## src/rtl/spi_slave.sv

```systemverilog
// -----------------------------------------------------------------------------
// spi_slave
//   SPI responder clocked entirely by sys_clk. cs, sclk and mosi are brought in
//   through 2-FF synchronizers; sclk edges are detected on the synchronized copy.
//   Bytes are shifted MSB first. Received bytes are presented on rx_data with a
//   one-cycle rx_valid strobe; transmit bytes come from a 1-deep holding buffer.
//
// Parameters
//   CPOL     sclk idle level
//   CPHA     0: sample on leading edge, 1: sample on trailing edge
//   TX_FILL  byte shifted out when the holding buffer is empty at byte start
//
// Ports
//   sys_clk      system clock, all logic on posedge
//   sys_rst      synchronous active-high reset
//   cs           chip select (active low, asynchronous)
//   sclk         SPI clock (asynchronous)
//   mosi         master-out data (asynchronous)
//   miso         slave-out data, MSB of the transmit shift register
//   miso_oe      pad enable, high while synchronized cs is low
//   tx_data      byte to transmit
//   tx_valid     tx_data valid, accepted when tx_valid & tx_ready
//   tx_ready     holding buffer empty
//   rx_data      last received byte
//   rx_valid     one-cycle strobe, rx_data updated in the same cycle
//   busy         frame active
//   frame_err    one-cycle strobe, cs rose in the middle of a byte
//   tx_underrun  one-cycle strobe, TX_FILL substituted at a byte start
// -----------------------------------------------------------------------------
module spi_slave #(
    parameter logic       CPOL    = 1'b1,
    parameter logic       CPHA    = 1'b1,
    parameter logic [7:0] TX_FILL = 8'h00
) (
    input  logic       sys_clk,
    input  logic       sys_rst,
    input  logic       cs,
    input  logic       sclk,
    input  logic       mosi,
    output logic       miso,
    output logic       miso_oe,
    input  logic [7:0] tx_data,
    input  logic       tx_valid,
    output logic       tx_ready,
    output logic [7:0] rx_data,
    output logic       rx_valid,
    output logic       busy,
    output logic       frame_err,
    output logic       tx_underrun
);

    typedef enum logic [1:0] {
        IDLE,
        LOAD,
        SHIFT
    } state_t;

    state_t     state, state_nxt;

    logic       cs_meta, cs_sync, cs_prev;
    logic       sclk_meta, sclk_sync, sclk_prev;
    logic       mosi_meta, mosi_sync;
    logic [1:0] settle_cnt;
    logic       settled;

    logic [7:0] shreg;
    logic [6:0] rx_sh;
    logic [2:0] bit_cnt;
    logic [7:0] buf_data;
    logic       buf_full;

    logic       lead_edge, trail_edge, sample_edge, shift_edge;
    logic       cs_fall, in_frame, reload, tx_accept;

    // The synchronizers come out of reset holding artificial values (cs=1).
    // cs_prev is only fed once the chain carries real samples, so a cs that was
    // already low across a reset does not look like a fresh falling edge.
    assign settled     = (settle_cnt == 2'd2);
    assign cs_fall     = cs_prev & ~cs_sync;

    assign lead_edge   = (sclk_prev == CPOL) && (sclk_sync != CPOL);
    assign trail_edge  = (sclk_prev != CPOL) && (sclk_sync == CPOL);
    assign sample_edge = CPHA ? trail_edge : lead_edge;
    assign shift_edge  = CPHA ? lead_edge  : trail_edge;

    assign in_frame    = (state == SHIFT) && !cs_sync;
    assign tx_accept   = tx_valid & ~buf_full;

    // Byte start: the LOAD cycle, then every byte boundary. With CPHA=1 the next
    // byte is loaded on the 8th sample edge; with CPHA=0 on the trailing edge
    // that follows it (the only shift edge seen with bit_cnt == 0).
    assign reload = (state == LOAD) ||
                    (in_frame && (CPHA ? (sample_edge && bit_cnt == 3'd7)
                                       : (shift_edge  && bit_cnt == 3'd0)));

    assign miso     = shreg[7];
    assign miso_oe  = ~cs_sync;
    assign tx_ready = ~buf_full;
    assign busy     = (state != IDLE);

    always_comb begin
        state_nxt = state;
        case (state)
            IDLE:    if (cs_fall) state_nxt = LOAD;
            LOAD:    state_nxt = cs_sync ? IDLE : SHIFT;
            SHIFT:   if (cs_sync) state_nxt = IDLE;
            default: state_nxt = IDLE;
        endcase
    end

    always_ff @(posedge sys_clk) begin
        if (sys_rst) begin
            cs_meta     <= 1'b1;
            cs_sync     <= 1'b1;
            cs_prev     <= 1'b0;
            sclk_meta   <= CPOL;
            sclk_sync   <= CPOL;
            sclk_prev   <= CPOL;
            mosi_meta   <= 1'b0;
            mosi_sync   <= 1'b0;
            settle_cnt  <= '0;
            state       <= IDLE;
            shreg       <= '0;
            rx_sh       <= '0;
            bit_cnt     <= '0;
            buf_data    <= '0;
            buf_full    <= 1'b0;
            rx_data     <= '0;
            rx_valid    <= 1'b0;
            frame_err   <= 1'b0;
            tx_underrun <= 1'b0;
        end else begin
            cs_meta   <= cs;
            cs_sync   <= cs_meta;
            sclk_meta <= sclk;
            sclk_sync <= sclk_meta;
            sclk_prev <= sclk_sync;
            mosi_meta <= mosi;
            mosi_sync <= mosi_meta;
            if (!settled) settle_cnt <= settle_cnt + 2'd1;
            cs_prev   <= settled & cs_sync;

            state       <= state_nxt;
            rx_valid    <= 1'b0;
            frame_err   <= 1'b0;
            tx_underrun <= 1'b0;

            // A byte accepted on a reload cycle into an empty buffer is not
            // bypassed into shreg; the reload sees the old (empty) buffer.
            if (tx_accept) begin
                buf_data <= tx_data;
                buf_full <= 1'b1;
            end else if (reload && buf_full) begin
                buf_full <= 1'b0;
            end

            // bit_cnt == 0 on a shift edge is either the reload edge (CPHA=0)
            // or the first leading edge of a byte (CPHA=1), never a shift.
            if (reload) begin
                if (buf_full) begin
                    shreg <= buf_data;
                end else begin
                    shreg       <= TX_FILL;
                    tx_underrun <= 1'b1;
                end
            end else if (in_frame && shift_edge && bit_cnt != 3'd0) begin
                shreg <= {shreg[6:0], 1'b0};
            end

            if (state == LOAD) begin
                bit_cnt <= '0;
            end else if (state != IDLE && cs_sync) begin
                frame_err <= (bit_cnt != 3'd0);
                bit_cnt   <= '0;
            end else if (in_frame && sample_edge) begin
                rx_sh <= {rx_sh[5:0], mosi_sync};
                if (bit_cnt == 3'd7) begin
                    rx_data  <= {rx_sh, mosi_sync};
                    rx_valid <= 1'b1;
                    bit_cnt  <= '0;
                end else begin
                    bit_cnt <= bit_cnt + 3'd1;
                end
            end
        end
    end

endmodule
```

## config.mk

```make
export PLATFORM = sky130hd
export DESIGN_NAME = spi_slave
export DESIGN_NICKNAME = d
export VERILOG_FILES = /design/src/rtl/spi_slave.sv
export SDC_FILE = /design/constraint.sdc
export NUM_CORES = 1
export LEC_CHECK = 0
export CAP_MARGIN = 10
export CORE_ASPECT_RATIO = 2
export CORE_MARGIN = 2
export CORE_UTILIZATION = 28
export DETAILED_ROUTE_END_ITERATION = 10
export SYNTH_ARGS = -nofsm -noshare
export SYNTH_HDL_FRONTEND = slang
export SYNTH_SLANG_ARGS = --single-unit
```

## constraint.sdc

```tcl
create_clock -name sys_clk -period 1.4 [get_ports sys_clk]
set_clock_uncertainty 0.1 [all_clocks]
set_input_delay 0.14 -clock sys_clk [delete_from_list [all_inputs] [get_ports sys_clk]]
set_output_delay 0.14 -clock sys_clk [all_outputs]
set_load 0.1 [all_outputs]
```

Yosys cells after proc, flatten, opt, wreduce, memory -nomap -nowiden

Index checks and enable logic that the tools add are counted.

Eq/ne operators: 6
Bitwise logic cells: 11
Multiplexer cells: 12
Reduce and logical (&&, ||, !) cells: 24
Add/subtract/negate cells: 2

Operators by type and width:

| cell                                                             | count |
|---|---|
| 8-bit two-way mux                                                | 3 |
| 1-bit logical AND                                                | 10 |
| 1-bit NOT                                                        | 8 |
| 2-bit two-way mux                                                | 3 |
| 2-bit one-hot mux with 3 select lines                            | 1 |
| 2-bit nonzero test                                               | 3 |
| 3-bit OR reduction                                               | 2 |
| 2-bit == test (second input constant)                            | 2 |
| 1-bit two-way mux                                                | 4 |
| 2-bit != test (second input constant)                            | 2 |
| 4-bit AND reduction                                              | 1 |
| 4-bit OR reduction                                               | 1 |
| 3-bit by 1-bit adder with 3-bit output (second input constant)   | 1 |
| 1-bit AND                                                        | 3 |
| 3-bit == test (second input constant)                            | 1 |
| 3-bit two-way mux                                                | 1 |
| 3-bit AND reduction                                              | 1 |
| 3-bit nonzero test                                               | 1 |
| 2-bit by 1-bit adder with 2-bit output (second input constant)   | 1 |
| 2-bit by 1-bit == test with 1-bit output (second input constant) | 1 |
| 2-bit zero test                                                  | 1 |
| 2-bit AND reduction                                              | 1 |
| 2-bit OR reduction                                               | 1 |
| 1-bit zero test                                                  | 1 |
| 1-bit logical OR                                                 | 1 |

Output and inout port bits: 15
Input bits: 14
Register bits after elaboration: 50

Longest topological paths before layout

Depth after elaboration: 8
Gate-level depth with buffers: 7
Mapped depth without buffers: 6

Least setup slack after synthesis

Ideal clock, no wire load.

Path type: register to register
From: reg buf_full
To: reg buf_data[3]
Period minus slack after synthesis: 1.630 ns
Setup slack: -0.230 ns
Arrival time: 1.398 ns
Stages on the path, launching flop included: 5
Cell sequence: dfxtp_1 inv_1 nand2_1 nand2_1 a21oi_1

Cells in the longest elaborated chain, start to end: 2

RTL lines:

| element                | RTL line | RTL |
|---|---|---|
| start, declared        | 70       | `logic buf_full;` |
| start signal, assigned | 127      | `buf_full <= 1'b0;` |
| start signal, assigned | 152      | `buf_full <= 1'b1;` |
| start signal, assigned | 154      | `buf_full <= 1'b0;` |
| 1-bit NOT              | --       |  |
| named net tx_ready     | 44       | `output logic tx_ready,` |
| 1-bit AND              | 87       | `assign tx_accept = tx_valid & ~buf_full;` |
| end signal, assigned   | 151      | `buf_data <= tx_data;` |
| end, declared          | 69       | `logic [7:0] buf_data;` |

The timed path passes the listed nets, and every way through them passes these cells.
A chain may end at the register's enable or synchronous reset.

Worst setup path in the final report

From: reg bit_cnt[0]
To: reg shreg[2]

Cells in the longest elaborated chain, start to end: 5
Elaborated cells on any way between the ends: 8
Classes of those cells: eq/ne (1); mux (1); reduce/logical (6)

RTL lines:

| element                                                 | RTL line | RTL |
|---|---|---|
| start, declared                                         | 68       | `logic [2:0] bit_cnt;` |
| start signal, assigned                                  | 182      | `bit_cnt <= bit_cnt + 3'd1;` |
| 3-bit == test                                           | 93       | `(in_frame && (CPHA ? (sample_edge && bit_cnt == 3'd7)` |
| 1-bit logical AND (2 in series)                         | 93       |  |
| 1-bit logical OR                                        | 92       | `assign reload = (state == LOAD) \|\|` |
| 8-bit two-way mux or 2-bit nonzero test (tied branches) | --       |  |
| end signal, assigned                                    | 161      | `shreg <= buf_data;` |
| end signal, assigned                                    | 167      | `shreg <= {shreg[6:0], 1'b0};` |
| end, declared                                           | 66       | `logic [7:0] shreg;` |

Parallel ways exist; a longest one is shown, timed or not.

==> impl_metrics.json <==
{
  "cp_max_fo": 16,
  "slew_viol_final": 0,
  "min_path_cells": 3,
  "critPathBufInv": 2,
  "pwr-share-clk": 0.382,
  "power_w": 0.00296,
  "drt_iter0_drc": 20,
  "wl_um": 4010,
  "synth.top_cell.area_share": 0.527,
  "cts-buffers-inserted": 5,
  "syn_avg_cell_area_um2": 9.46,
  "crit_chain": "buf_4, ha_4, ha_4, a31oi_4, buf_12, a21oi_1, a211oi_2",
  "crit_path_end_kind": "flip-flop",
  "violations": "negative setup slack",
  "p_sw_frac": 0.228,
  "synth_nets": 219,
  "num_rows": 42,
  "place.gp.congestion": 0.770,
  "cts_max_level": 2,
  "cts_tree": "yes",
  "maxSlewHeadroom": 0.850,
  "grt_util_all_layers": 0.112,
  "p_per_area_nw_per_um2": 1020,
  "final_common_cell": "dfxtp_1",
  "seqPwrFrac": 0.514,
  "hold_class": "input port to flip-flop",
  "max_clock_freq_ghz": 0.641,
  "root_buffer": "clkbuf_16",
  "dr.pass1.iters": 4,
  "die_y_um": 121,
  "cpMaxStageDelayCell": "dfxtp_4",
  "yosys.area.top_type": "dfxtp_1",
  "p_int_w": 0.00229,
  "vias": 1505,
  "yosysSeqAreaShare": 0.527,
  "slowest_delay_ns": 0.35,
  "routedWlPerCell_um": 11.7,
  "syn_to_final_growth_pct": 52.2,
  "cp.depth": 7,
  "ff2ff_path_depth": 7,
  "final_cell_mix": "43 x dfxtp_1, 27 x nand2_1, 26 x a21oi_1, 24 x buf_4, 19 x buf_12",
  "grt_pass1_vias": 1440,
  "initial_utilization": 0.289,
  "ys_seq_elements": 50,
  "grt-ovfl-total": 0,
  "placed_area_um2": 2610,
  "cts_buffer_depth": 2,
  "fin_nets": 271,
  "syn_inst": 201,
  "setup_viol": 19,
  "grt_max_degree": 20,
  "drive_above_1_share": 0.320,
  "core_um2": 6570,
  "maxCapViolCount": 0,
  "ios": 29,
  "worstPathRequired_ns": 1.50,
  "power_switching_w": 0.000674,
  "hpwlAfterDp_um": 2820,
  "clk_pin_slew_worst_paths_ns": 0.06,
  "rsz0062_at_grt": "yes",
  "synth.cell_area_um2": 1900,
  "critPathTopFamily": "compound AO/OA/AOI/OAI gates",
  "setup_tns_ns": -2.11,
  "hold_viol_final": 0,
  "fin_ws_ns": -0.160,
  "die_w_um": 62.3,
  "clkSinkCount": 50,
  "vias_per_cell": 4.41,
  "worst_ep_arrival_time_ns": 1.66,
  "ant_nets": 0,
  "antenna_found_initial": 0,
  "final_area_um2": 2890,
  "drc": 0,
  "synth_area_leaders": "dfxtp_1 53%, a21oi_1 7.4%, mux2i_1 7.4%, nand2_1 5.5%, nand3_1 2.9%",
  "critPathLaunchType": "flip-flop",
  "diodes": 0,
  "ys_types": 32,
  "grt_pass1_wl_um": 6510,
  "fin_util": 0.440,
  "period_minus_slack_ns": 1.56,
  "p_leak_nw": 1.11,
  "ir_drop_mv": 0.611,
  "die_area_um2": 7500,
  "critPathKind": "flip-flop to flip-flop",
  "fin_crit_sh": 1.11,
  "clkLatencyLatePin_ns": 0.28,
  "status": "finished, violations left",
  "tightest_slew_ns": 0.222,
  "yosys_warnings": 0,
  "crit_top_cell": "ha_4",
  "io_buffers": 28,
  "whs_ns": 0.306,
  "final.fill_count": 629,
  "power_frac_comb": 0.104
}
-- power by group through the flow --
stage	Sequential, W	Combinational, W	Clock, W
detailed placement	0.00156	0.000304	0
global placement	0.00155	0.000299	0
CTS	0.00152	0.000311	0.00117
global route	0.00153	0.000353	0.00123
floorplan	0.00155	0.000191	0
finish	0.00152	0.000308	0.00113
-- per-stage QoR --
step | setup slack, ns | cells
floorplan | -0.0121 | 201
global placement | -0.182 | 324
detailed placement | -0.260 | 324
CTS | -0.148 | 336
global route | -0.265 | 341
finish | -0.160 | 341
-- kinds of logic after synthesis --
logic type / share of synthesized area
flops: 0.527
simple gates: 0.199
compound gates: 0.118
xor+xnor: 0.00922
buf+inv: 0.0474
mux: 0.0737
fa+ha+maj: 0.0263
-- synthesized netlist by cell type (all sizes together) --
cell and count:
ha 4, nand3 11, or2 6, buf 6, nor2 12, and2b 1
xnor2 1, nor4b 1, a211oi 6, inv 6, mux2i 14, a31oi 1
nor3 2, xor2 1, o22a 1, a211o 1, nand2 29, and3 1
nor3b 2, nor2b 5, or3 1, a21oi 28, nand4b 1, and4b 1
nand2b 1, dfxtp 50, clkbuf 7, nand3b 1
-- path summary, 6_finish.rpt --
check                     startpoint  slack [ns]                       end
min reg2reg     sclk_meta$_SDFF_PP1_        0.31      sclk_sync$_SDFF_PP1_
min                       tx_data[3]        0.31  buf_data[3]$_SDFFE_PP0P_
max          bit_cnt[0]$_SDFFE_PP0N_       -0.16     shreg[2]$_SDFFE_PP0P_
max reg2reg  bit_cnt[0]$_SDFFE_PP0N_       -0.16     shreg[2]$_SDFFE_PP0P_
-- worst reg2reg max path, stage by stage, from the launching register on --
cell	delay (ns)
dfxtp_4	0.35
buf_4	0.13
ha_4	0.15
ha_4	0.16
a31oi_4	0.15
buf_12	0.16
a21oi_1	0.06
a211oi_2	0.21
-- flip-flops by register name, indices dropped and copies added (netlist names), 2 cells and up --
name / cells
rx_data: 8
bit_cnt: 3
rx_sh: 7
buf_data: 8
state: 2
shreg: 8
settle_cnt: 2
-- per-layer routing --
| metal | GRT usage | share of wire |
|---|---|---|
| met1 | 0.111 | 0.36 |
| met2 | 0.204 | 0.58 |
| met3 | 0.0260 | 0.029 |
| met4 | 0.0750 | 0.031 |
| met5 | 0 | 0 |
-- cell type report --
| class | count | area, um2 | area share |
|---|---|---|---|
| Timing Repair Buffer | 58 | 713 | 0.247 |
| Tap cell | 88 | 110 | 0.0381 |
| Sequential cell | 50 | 1010 | 0.351 |
| Clock buffer | 6 | 129 | 0.0446 |
| Inverter | 6 | 26.3 | 0.00908 |
| Multi-Input combinational cell | 132 | 892 | 0.308 |
| Clock inverter | 1 | 7.51 | 0.00260 |
-- timing repair --
action,in CTS,in global routing
pin swaps,3,4
hold buffers,0,0
setup endpoints to repair,20,30
cloned,0,1
resized for setup,7,9
setup buffers,5,4
Note: power is estimated with default switching activity, not from simulation.
